===== config.mk =====
export PLATFORM = sky130hd
export DESIGN_NAME = acx_axi_reg_ctrl_flat
export DESIGN_NICKNAME = d
export VERILOG_FILES = /design/src/rtl/acx_axi_reg_ctrl_if.sv /design/src/rtl/acx_axi_reg_ctrl.sv /design/src/flat_wrapper.sv
export SDC_FILE = /design/constraint.sdc
export NUM_CORES = 1
export LEC_CHECK = 0
export ABC_AREA = 1
export ABC_CLOCK_PERIOD_IN_PS = 1450
export CAP_MARGIN = 20
export CORE_ASPECT_RATIO = 0.9
export CORE_MARGIN = 2
export CORE_UTILIZATION = 38
export CTS_CLUSTER_SIZE = 24
export DETAILED_ROUTE_END_ITERATION = 12
export PLACE_DENSITY = 0.77
export SETUP_SLACK_MARGIN = 0.4
export SYNTH_ARGS = -nofsm -noshare
export SYNTH_HDL_FRONTEND = slang
export SYNTH_SLANG_ARGS = --single-unit

===== constraint.sdc =====
create_clock -name i_clk -period 1.45 [get_ports i_clk]
set_clock_uncertainty 0.05 [all_clocks]
set_input_delay 0.2175 -clock i_clk [delete_from_list [all_inputs] [get_ports i_clk]]
set_output_delay 0.2175 -clock i_clk [all_outputs]
set_load 0.02 [all_outputs]

===== src/rtl/acx_axi_reg_ctrl_if.sv =====
// AXI4-Lite channel bundle between the PCIe/NoC target and the register-bus front-end.
// Signal names keep the slave-side i_/o_ view so both ends read the same.
interface acx_axi_reg_ctrl_if #(
    parameter int TGT_ADDR_WIDTH = 28,
    parameter int TGT_DATA_WIDTH = 32
);
    logic [TGT_ADDR_WIDTH-1:0]   i_awaddr;
    logic                        i_awvalid;
    logic                        o_awready;
    logic [TGT_DATA_WIDTH-1:0]   i_wdata;
    logic [TGT_DATA_WIDTH/8-1:0] i_wstrb;
    logic                        i_wvalid;
    logic                        o_wready;
    logic [1:0]                  o_bresp;
    logic                        o_bvalid;
    logic                        i_bready;
    logic [TGT_ADDR_WIDTH-1:0]   i_araddr;
    logic                        i_arvalid;
    logic                        o_arready;
    logic [TGT_DATA_WIDTH-1:0]   o_rdata;
    logic [1:0]                  o_rresp;
    logic                        o_rvalid;
    logic                        i_rready;

    modport slave (
        input  i_awaddr, i_awvalid, i_wdata, i_wstrb, i_wvalid, i_bready,
        input  i_araddr, i_arvalid, i_rready,
        output o_awready, o_wready, o_bresp, o_bvalid,
        output o_arready, o_rdata, o_rresp, o_rvalid
    );

    modport master (
        output i_awaddr, i_awvalid, i_wdata, i_wstrb, i_wvalid, i_bready,
        output i_araddr, i_arvalid, i_rready,
        input  o_awready, o_wready, o_bresp, o_bvalid,
        input  o_arready, o_rdata, o_rresp, o_rvalid
    );
endinterface


===== src/rtl/acx_axi_reg_ctrl.sv =====
// AXI4-Lite slave that sequences one read or write at a time onto the shared register bus,
// waiting for the OR-reduced hit, timing out unmapped accesses and draining late hits.
module acx_axi_reg_ctrl #(
    parameter int                        TGT_ADDR_WIDTH = 28,
    parameter int                        TGT_DATA_WIDTH = 32,
    parameter int                        TIMEOUT        = 16,
    parameter logic [TGT_DATA_WIDTH-1:0] ERR_DATA       = TGT_DATA_WIDTH'(32'hBAD0BAD0)
) (
    input  logic                      i_clk,
    input  logic                      i_rstn,
    acx_axi_reg_ctrl_if.slave         axi,
    output logic [TGT_ADDR_WIDTH-1:0] o_addr,
    output logic                      o_rd,
    output logic                      o_wr,
    output logic [TGT_DATA_WIDTH-1:0] o_wr_data,
    input  logic                      i_addr_hit,
    input  logic [TGT_DATA_WIDTH-1:0] i_read_data
);

    typedef enum logic [2:0] {
        IDLE,
        RD_ACC,
        WR_ACC,
        RD_RESP,
        WR_RESP,
        DRAIN
    } state_t;

    localparam logic [1:0] RESP_OKAY   = 2'b00;
    localparam logic [1:0] RESP_SLVERR = 2'b10;
    localparam logic [7:0] TMO_LAST    = 8'(TIMEOUT - 1);

    state_t     state;
    logic       prio_rd;
    logic       drain_flag;
    logic       strb_ok;
    logic [7:0] tmo_cnt;
    logic [1:0] drain_cnt;

    logic write_req;
    logic read_req;
    logic grant_rd;
    logic grant_wr;

    // On contention the type not served last wins; prio_rd points at the preferred type.
    assign write_req = axi.i_awvalid & axi.i_wvalid;
    assign read_req  = axi.i_arvalid;
    assign grant_rd  = read_req & (~write_req | prio_rd);
    assign grant_wr  = write_req & (~read_req | ~prio_rd);

    // The first ACC cycle is the grant cycle (ready high, strobe still low); the strobe follows.
    always_ff @(posedge i_clk or negedge i_rstn) begin
        if (!i_rstn) begin
            state         <= IDLE;
            prio_rd       <= 1'b1;
            drain_flag    <= 1'b0;
            strb_ok       <= 1'b0;
            tmo_cnt       <= '0;
            drain_cnt     <= '0;
            o_addr        <= '0;
            o_rd          <= 1'b0;
            o_wr          <= 1'b0;
            o_wr_data     <= '0;
            axi.o_arready <= 1'b0;
            axi.o_awready <= 1'b0;
            axi.o_wready  <= 1'b0;
            axi.o_rvalid  <= 1'b0;
            axi.o_rdata   <= '0;
            axi.o_rresp   <= RESP_OKAY;
            axi.o_bvalid  <= 1'b0;
            axi.o_bresp   <= RESP_OKAY;
        end else begin
            case (state)
                IDLE: begin
                    tmo_cnt    <= '0;
                    drain_flag <= 1'b0;
                    if (grant_rd) begin
                        axi.o_arready <= 1'b1;
                        o_addr        <= axi.i_araddr;
                        prio_rd       <= 1'b0;
                        state         <= RD_ACC;
                    end else if (grant_wr) begin
                        axi.o_awready <= 1'b1;
                        axi.o_wready  <= 1'b1;
                        o_addr        <= axi.i_awaddr;
                        o_wr_data     <= axi.i_wdata;
                        strb_ok       <= &axi.i_wstrb;
                        prio_rd       <= 1'b1;
                        state         <= WR_ACC;
                    end
                end

                RD_ACC: begin
                    if (axi.o_arready) begin
                        axi.o_arready <= 1'b0;
                        o_rd          <= 1'b1;
                    end else if (i_addr_hit) begin
                        o_rd         <= 1'b0;
                        axi.o_rdata  <= i_read_data;
                        axi.o_rresp  <= RESP_OKAY;
                        axi.o_rvalid <= 1'b1;
                        state        <= RD_RESP;
                    end else if (tmo_cnt == TMO_LAST) begin
                        o_rd         <= 1'b0;
                        axi.o_rdata  <= ERR_DATA;
                        axi.o_rresp  <= RESP_SLVERR;
                        axi.o_rvalid <= 1'b1;
                        drain_flag   <= 1'b1;
                        state        <= RD_RESP;
                    end else begin
                        tmo_cnt <= tmo_cnt + 8'd1;
                    end
                end

                // A partial strobe is refused outright, so the bus never sees a half write.
                WR_ACC: begin
                    if (axi.o_awready) begin
                        axi.o_awready <= 1'b0;
                        axi.o_wready  <= 1'b0;
                        if (strb_ok) begin
                            o_wr <= 1'b1;
                        end else begin
                            axi.o_bresp  <= RESP_SLVERR;
                            axi.o_bvalid <= 1'b1;
                            state        <= WR_RESP;
                        end
                    end else if (i_addr_hit) begin
                        o_wr         <= 1'b0;
                        axi.o_bresp  <= RESP_OKAY;
                        axi.o_bvalid <= 1'b1;
                        state        <= WR_RESP;
                    end else if (tmo_cnt == TMO_LAST) begin
                        o_wr         <= 1'b0;
                        axi.o_bresp  <= RESP_SLVERR;
                        axi.o_bvalid <= 1'b1;
                        drain_flag   <= 1'b1;
                        state        <= WR_RESP;
                    end else begin
                        tmo_cnt <= tmo_cnt + 8'd1;
                    end
                end

                RD_RESP: begin
                    drain_cnt <= '0;
                    if (axi.i_rready) begin
                        axi.o_rvalid <= 1'b0;
                        state        <= drain_flag ? DRAIN : IDLE;
                    end
                end

                WR_RESP: begin
                    drain_cnt <= '0;
                    if (axi.i_bready) begin
                        axi.o_bvalid <= 1'b0;
                        state        <= drain_flag ? DRAIN : IDLE;
                    end
                end

                // Late hits from a slow or misdecoded register are absorbed here.
                DRAIN: begin
                    drain_cnt <= drain_cnt + 2'd1;
                    if (drain_cnt == 2'd2) begin
                        state <= IDLE;
                    end
                end

                default: begin
                    state <= IDLE;
                end
            endcase
        end
    end

endmodule


===== src/flat_wrapper.sv =====
// flat-port wrapper written by rule: the top's interface ports become plain ports
module acx_axi_reg_ctrl_flat 
#(
    parameter int                        TGT_ADDR_WIDTH = 28,
    parameter int                        TGT_DATA_WIDTH = 32,
    parameter int                        TIMEOUT        = 16,
    parameter logic [TGT_DATA_WIDTH-1:0] ERR_DATA       = TGT_DATA_WIDTH'(32'hBAD0BAD0)
)
  (i_clk, i_rstn, o_addr, o_rd, o_wr, o_wr_data, i_addr_hit, i_read_data, axi_i_awaddr, axi_i_awvalid, axi_i_wdata, axi_i_wstrb, axi_i_wvalid, axi_i_bready, axi_i_araddr, axi_i_arvalid, axi_i_rready, axi_o_awready, axi_o_wready, axi_o_bresp, axi_o_bvalid, axi_o_arready, axi_o_rdata, axi_o_rresp, axi_o_rvalid);
  acx_axi_reg_ctrl_if #(.TGT_ADDR_WIDTH(TGT_ADDR_WIDTH), .TGT_DATA_WIDTH(TGT_DATA_WIDTH)) axi_i ();
  input  logic i_clk;
  input  logic i_rstn;
  output logic [TGT_ADDR_WIDTH-1:0] o_addr;
  output logic o_rd;
  output logic o_wr;
  output logic [TGT_DATA_WIDTH-1:0] o_wr_data;
  input  logic i_addr_hit;
  input  logic [TGT_DATA_WIDTH-1:0] i_read_data;
  input wire logic [$bits(axi_i.i_awaddr)-1:0] axi_i_awaddr;
  input wire logic [$bits(axi_i.i_awvalid)-1:0] axi_i_awvalid;
  input wire logic [$bits(axi_i.i_wdata)-1:0] axi_i_wdata;
  input wire logic [$bits(axi_i.i_wstrb)-1:0] axi_i_wstrb;
  input wire logic [$bits(axi_i.i_wvalid)-1:0] axi_i_wvalid;
  input wire logic [$bits(axi_i.i_bready)-1:0] axi_i_bready;
  input wire logic [$bits(axi_i.i_araddr)-1:0] axi_i_araddr;
  input wire logic [$bits(axi_i.i_arvalid)-1:0] axi_i_arvalid;
  input wire logic [$bits(axi_i.i_rready)-1:0] axi_i_rready;
  output wire logic [$bits(axi_i.o_awready)-1:0] axi_o_awready;
  output wire logic [$bits(axi_i.o_wready)-1:0] axi_o_wready;
  output wire logic [$bits(axi_i.o_bresp)-1:0] axi_o_bresp;
  output wire logic [$bits(axi_i.o_bvalid)-1:0] axi_o_bvalid;
  output wire logic [$bits(axi_i.o_arready)-1:0] axi_o_arready;
  output wire logic [$bits(axi_i.o_rdata)-1:0] axi_o_rdata;
  output wire logic [$bits(axi_i.o_rresp)-1:0] axi_o_rresp;
  output wire logic [$bits(axi_i.o_rvalid)-1:0] axi_o_rvalid;
  assign axi_i.i_awaddr = axi_i_awaddr;
  assign axi_i.i_awvalid = axi_i_awvalid;
  assign axi_i.i_wdata = axi_i_wdata;
  assign axi_i.i_wstrb = axi_i_wstrb;
  assign axi_i.i_wvalid = axi_i_wvalid;
  assign axi_i.i_bready = axi_i_bready;
  assign axi_i.i_araddr = axi_i_araddr;
  assign axi_i.i_arvalid = axi_i_arvalid;
  assign axi_i.i_rready = axi_i_rready;
  assign axi_o_awready = axi_i.o_awready;
  assign axi_o_wready = axi_i.o_wready;
  assign axi_o_bresp = axi_i.o_bresp;
  assign axi_o_bvalid = axi_i.o_bvalid;
  assign axi_o_arready = axi_i.o_arready;
  assign axi_o_rdata = axi_i.o_rdata;
  assign axi_o_rresp = axi_i.o_rresp;
  assign axi_o_rvalid = axi_i.o_rvalid;
  acx_axi_reg_ctrl #(.TGT_ADDR_WIDTH(TGT_ADDR_WIDTH), .TGT_DATA_WIDTH(TGT_DATA_WIDTH), .TIMEOUT(TIMEOUT), .ERR_DATA(ERR_DATA)) u_core (.i_clk(i_clk), .i_rstn(i_rstn), .axi(axi_i), .o_addr(o_addr), .o_rd(o_rd), .o_wr(o_wr), .o_wr_data(o_wr_data), .i_addr_hit(i_addr_hit), .i_read_data(i_read_data));
endmodule

==> qor.yml <==
port_buffers: 232
wire_per_inst_um: 16.7
fin_nets: 1101
htreeDepth: 4
avgSynthCellArea_um2: 8.45
power_density_mw_per_mm2: 2080
cp.arrival_ps: 1850
final_layout_size_suffix_gt1_share_pct: 41.0
gr-usage-all-layers_pct: 23.8
fmax_ghz: 0.631
maxCapViolCount: 0
power.total_mw: 21.4
syn_inst: 612
timing.rr.start: "u_core.prio_rd"
final_critical_path_setup_slack_ps: -135
r2r_slack_ps: -140
setup_viol: 104
n_fill_cell: 857
fin_cells: 1148
ir_worst_vdd_uv: 1160
cts_buffers: 17
crit_type: "flop to flop"
worstPathMaxFanout: 7
min_path_type: "input pin to asynchronous set/reset pin"
finalSetupTns_ps: -5780
failed_checks: "negative setup slack"
synth.mux.area_fraction_pct: 0.194
slew_viol_final: 0
drc: 0
r2r_end: "u_core.o_addr[0]"
floorplan.initialDensity_pct: 38.8
grt_max_degree: 39
synth_top_family_by_area: "simple AND/OR/NAND/NOR gates"
wirelength_mm: 19.2
die_area_mm2: 0.0146
grt_antenna_before_repair: 0
p_leak_nw: 4.96
endpoint_kind: "flop"
r2r_cells: 7
finalHoldViolCount: 0
grt_pass1_vias: 5432
synth_compound_area_share_pct: 11.7
fp.coreArea_mm2: 0.0133
start_kind: "flop"
rsz0062_at_grt: "true"
vias_per_cell: 4.94
dpl.cell_count: 1032
cts-root-buf: "clkbuf_16"
drt_pass1_iterations: 4
cts_num_sinks: 117
clk_latency_ps: 410
overflow: 0
ys_types: 32
ant_nets: 0
initialDrtViolationCount: 249
clk_path_buf_depth: 2
rows: 40
min_period_ps: 1590
syn_area_mm2: 0.00517
worstPathRequired_ps: 1710
grt_pass1_wl_mm: 27.1
tritoncts: "yes"
io_pins: 235
period_share_pct: 109
outcome: "finished, violations left"
diodes: 0
startpoint: "u_core.prio_rd"
synth-simple-area-share_pct: 25.4
ys_warn_count: 0
ys_seq_area_share_pct: 56.7
fp.dieH_um: 115
synth-xor-area-share_pct: 0.169
ys_ff_latch: 117
vias: 5674
chipWidth_um: 127
area_growth_pct: 99.5
clkTransAtPathRegs_ps: 60
place_congestion: 0.829
synthAdderAreaFrac_pct: 0.484
dp.final_hpwl_mm: 11.0
## placed cells by master (no fill, tap or decap), drive strengths merged
cell type        n
nand3b           2
o22ai            2
nand3           18
inv             19
clkinv           5
ha               2
buf            233
or2              3
bufinv           3
nand4            5
mux2i            1
xor2             1
conb             2
a21oi            3
nand2          225
dlygate4sd3      1
dfstp            1
o21ai          109
clkbuf          26
a21o             1
clkdlybuf4s50  130
nor2            69
nor3             1
clkinvlp         2
dfrtp          116
## how the worst max path moves through the flow
stage	end	slack (ps)	cells after the start
after global placement	u_core.strb_ok	-260	8
after global routing	u_core.axi.o_rdata[1]	-220	9
after detailed placement	u_core.strb_ok	-320	8
final	u_core.o_addr[0]	-140	7
after CTS	u_core.axi.o_rdata[8]	-110	9
after floorplan	u_core.axi.o_rresp[1]	-80	10
## cells by family after synthesis
logic type,Yosys count
AOI/OAI and AO/OA,115
adders and majority gates,2
xor gates and xnor gates,1
other,1
and+or+nand+nor,323
muxes,1
buffers and inverters,52
DFF,117
## metal layers
metal,routed length [um],GRT usage (%),up-vias
met5,0,0,-
met2,9440,39.1,245
met3,1770,9.53,33
met4,427,9.01,0
li1,-,-,2695
met1,7550,28.4,2701
## sequential cells by signal, summed over array words and instances (netlist names)
signal / cells
u_core.axi.o_rdata: 32
u_core.o_wr_data: 32
u_core.o_addr: 28
u_core.tmo_cnt: 8
u_core.state: 3
u_core.drain_cnt: 2
u_core.axi.o_arready: 1
u_core.axi.o_awready: 1
u_core.axi.o_bresp: 1
u_core.axi.o_bvalid: 1
u_core.axi.o_rresp: 1
u_core.axi.o_rvalid: 1
u_core.axi.o_wready: 1
u_core.drain_flag: 1
u_core.o_rd: 1
u_core.o_wr: 1
u_core.prio_rd: 1
u_core.strb_ok: 1
## metrics by stage
step	hold WS, ps	instance area (um^2)	util, %	setup WS [ps]
5_1_grt	290	10300	77.5	-217
3_5_place_dp	127	8060	60.6	-316
3_3_place_gp	130	8060	60.6	-259
6_report	263	10300	77.5	-135
2_1_floorplan	-128	5330	-	-76.0
4_1_cts	253	9550	71.7	-107
## final cells by class
class                   instances  area (um^2)  share of cell area [%]
clock inverters                 9          125                    1.21
repair buffers                367         4000                    38.8
clock buffers                  23          478                    4.64
well taps                     168          210                    2.04
inverters                      20          109                    1.06
flip-flops and latches        117         2930                    28.4
multi-input cells             444         2450                    23.8
## synthesized netlist by cell type, drive strengths merged
| cell | number | area share [%] |
|---|---|---|
| nor3 | 1 | 0.097 |
| buf | 20 | 2.9 |
| a21o | 1 | 0.15 |
| nand3 | 18 | 1.8 |
| nor2 | 69 | 5.6 |
| clkinv | 1 | 0.073 |
| conb | 1 | 0.073 |
| or2 | 3 | 0.36 |
| ha | 2 | 0.48 |
| nand3b | 2 | 0.29 |
| nand4 | 5 | 0.61 |
| inv | 19 | 1.4 |
| mux2i | 1 | 0.19 |
| o22ai | 2 | 0.36 |
| a21oi | 3 | 0.29 |
| o21ai | 109 | 11 |
| clkbuf | 12 | 0.90 |
| dfrtp | 116 | 56 |
| dfstp | 1 | 0.51 |
| nand2 | 225 | 17 |
| xor2 | 1 | 0.17 |
## critical path, stage by stage, from the launching register on
cell     delay (ps)
dfstp_2         560
a21oi_4          70
nor2_4          160
buf_8           170
buf_12          100
buf_12          130
nor2_1           60
o21ai_1         190
## report_power, final
group / leakage, nW / internal (mW) / total (mW) / switching (mW)
registers: 1.47 / 4.66 / 5.77 / 1.11
clock network: 0.293 / 2.82 / 4.28 / 1.45
logic: 3.19 / 5.99 / 11.4 / 5.40
total: 4.96 / 13.5 / 21.4 / 7.96
## timing repair
action,CTS,global route
endpoints found under the hold margin,23,0
pin swaps,27,41
hold buffers,1,0
endpoints found under the setup margin,218,218
resized for setup,683,109
gates cloned,9,4
buffers inserted,31,39
Power figures use the tool's default switching activity.
==> patch (same settings) <==
Encoding of `state_t`: now one-hot (6 bits for 6 states).
--- a/src/rtl/acx_axi_reg_ctrl.sv
+++ b/src/rtl/acx_axi_reg_ctrl.sv
@@ -17,13 +17,13 @@
     input  logic [TGT_DATA_WIDTH-1:0] i_read_data
 );
 
-    typedef enum logic [2:0] {
-        IDLE,
-        RD_ACC,
-        WR_ACC,
-        RD_RESP,
-        WR_RESP,
-        DRAIN
+    typedef enum logic [5:0] {
+        IDLE    = 6'b000001,
+        RD_ACC  = 6'b000010,
+        WR_ACC  = 6'b000100,
+        RD_RESP = 6'b001000,
+        WR_RESP = 6'b010000,
+        DRAIN   = 6'b100000
     } state_t;
 
     localparam logic [1:0] RESP_OKAY   = 2'b00;
Behaviour: same outputs for any inputs over 4 cycles, from zero or initial values and one cycle with i_rstn low; so few cycles prove little.
==> patch against the original RTL <==
- the flow still finishes with violations (setup timing)
- sequential share of layout area decreased by 0.98 points
- core utilization rose by 1.0 points
- final area up 6.2%
- sequential power is 3% higher
- clock power rose by 4%
- sequential cell count is 3 higher
- synthesized area increased by 4.2%
- routed wire length rose by 18%
- hold slack improved by 0.0068 ns
- power increased by 4.4%
- worst setup slack worse by 0.15 ns
==> patch: results (changes against the original RTL) <==
stage	metric	value	unit	change
global_routing	grt_use_total	24.5	%	+0.68 points
worst_setup_path	r2r_start	u_core.state[4]		
clock_network	post_cts_resized	691		+1.2%
min_path	hold_class	input pin to register		
drt	drt-met1-wl	8230	um	+9.0%
worst_setup_path	crit_slowest_cell	dfrtp_1		
cells_and_area	inv_count	32		+60%
global_routing	grt_pass1_wl	28400	um	+4.6%
placed_design	dp_hpwl	11000	um	-0.74%
status	run_status	complete, but fails checks		
floorplanning	core_area	14000	um2	+4.8%
drt	wl_met2	11800	um	+25%
worst_setup_path	crit_family	simple AND/OR/NAND/NOR gates		
power_and_ir_drop	pwr-share-seq	26.6	%	-0.3 points
global_routing	grt_max_degree	92		+140%
clock_network	cts.sinks	120		+2.6%
worst_setup_path	critPathArrivalTime	1.99	ns	+0.14 ns
worst_setup_path	rrSetupSlack	-0.29	ns	-0.15 ns
global_routing	use_met2	41.0	%	+1.9 points
yosys	yosysUniqueCellTypes	31		-3.1%
cells_and_area	fin_nets	1163		+5.6%
yosys	yosysSeqAreaShare	55.8	%	-0.89 points
drt	routed-wl-met3	1740	um	-1.9%
placed_design	placed_area	8240	um2	+2.2%
cells_and_area	nClkBuffers	19		-17%
drt	finalWirelength	22600	um	+18%
yosys	synth_area_leaders	dfrtp_1 (55%), nand2_1 (18%), nor2_1 (4.8%)		
power_and_ir_drop	totalPowerFinal	0.0224	W	+4.4%
power_and_ir_drop	ir_drop	0.00126	V	+8.5%
worst_setup_path	crit_path_end	u_core.tmo_cnt[1]		
placed_design	placed_cells	1087		+5.3%
yosys	yosys-top-cells-count	nand2_1 (256), dfrtp_1 (118), nor2_1 (69)		
worst_setup_path	cp.depth	9		+2
timing	fin_ws	-0.289	ns	-0.154 ns
cells_and_area	clk_share	5.60	%	-0.25 points
power_and_ir_drop	p_sw	0.00876	W	+10%
global_routing	grt_pass1_vias	5657		+4.1%
placed_design	preCtsSetupSlack	-0.247	ns	+0.0692 ns
global_routing	grt.met3_usage	7.86	%	-1.7 points
timing	setup_violations	120		+15%
cells_and_area	nFillCells	820		-4.3%
cells_and_area	layout.nonclk_buf_share	38.0	%	-0.83 points
cells_and_area	num-nonclk-buffers	388		+5.7%
cells_and_area	drive_above_1_share	43.6	%	+2.5 points
status	violations	setup timing		
cells_and_area	multi_input_gates	470		+5.9%
drt	drtIter0Drc	286		+15%
clock_network	postCtsSetupBuffers	49		+58%
==> patch: worst min-delay path by stage <==
stage / startpoint / to / slack [ns]
global route: i_read_data[5] / u_core.axi.o_rdata[5] / 0.29
finish: i_read_data[5] / u_core.axi.o_rdata[5] / 0.27
global placement: i_rstn / u_core.axi.o_rdata[11] / 0.22
detailed placement: i_rstn / u_core.axi.o_rdata[11] / 0.22
floorplan: i_rstn / u_core.axi.o_arready / -0.13
CTS: axi_i_wdata[10] / u_core.o_wr_data[10] / 0.27
==> patch: logic make-up after synthesis <==
group                      Yosys count  share of synthesized area, %
and+or+nand+nor                    372                          29.0
adders and majority gates            2                         0.464
xor gates and xnor gates             5                         0.813
buffers and inverters               60                          5.57
other                                1                        0.0696
DFF                                120                          55.8
AOI/OAI and AO/OA                   88                          8.29
==> patch: metrics by stage <==
stage               TNS (ns)  utilization [%]
floorplan              -1.61                -
global placement      -16.60             59.1
detailed placement    -18.25             59.1
CTS                   -12.11             71.6
global route          -31.32             78.5
finish                -22.36             78.5
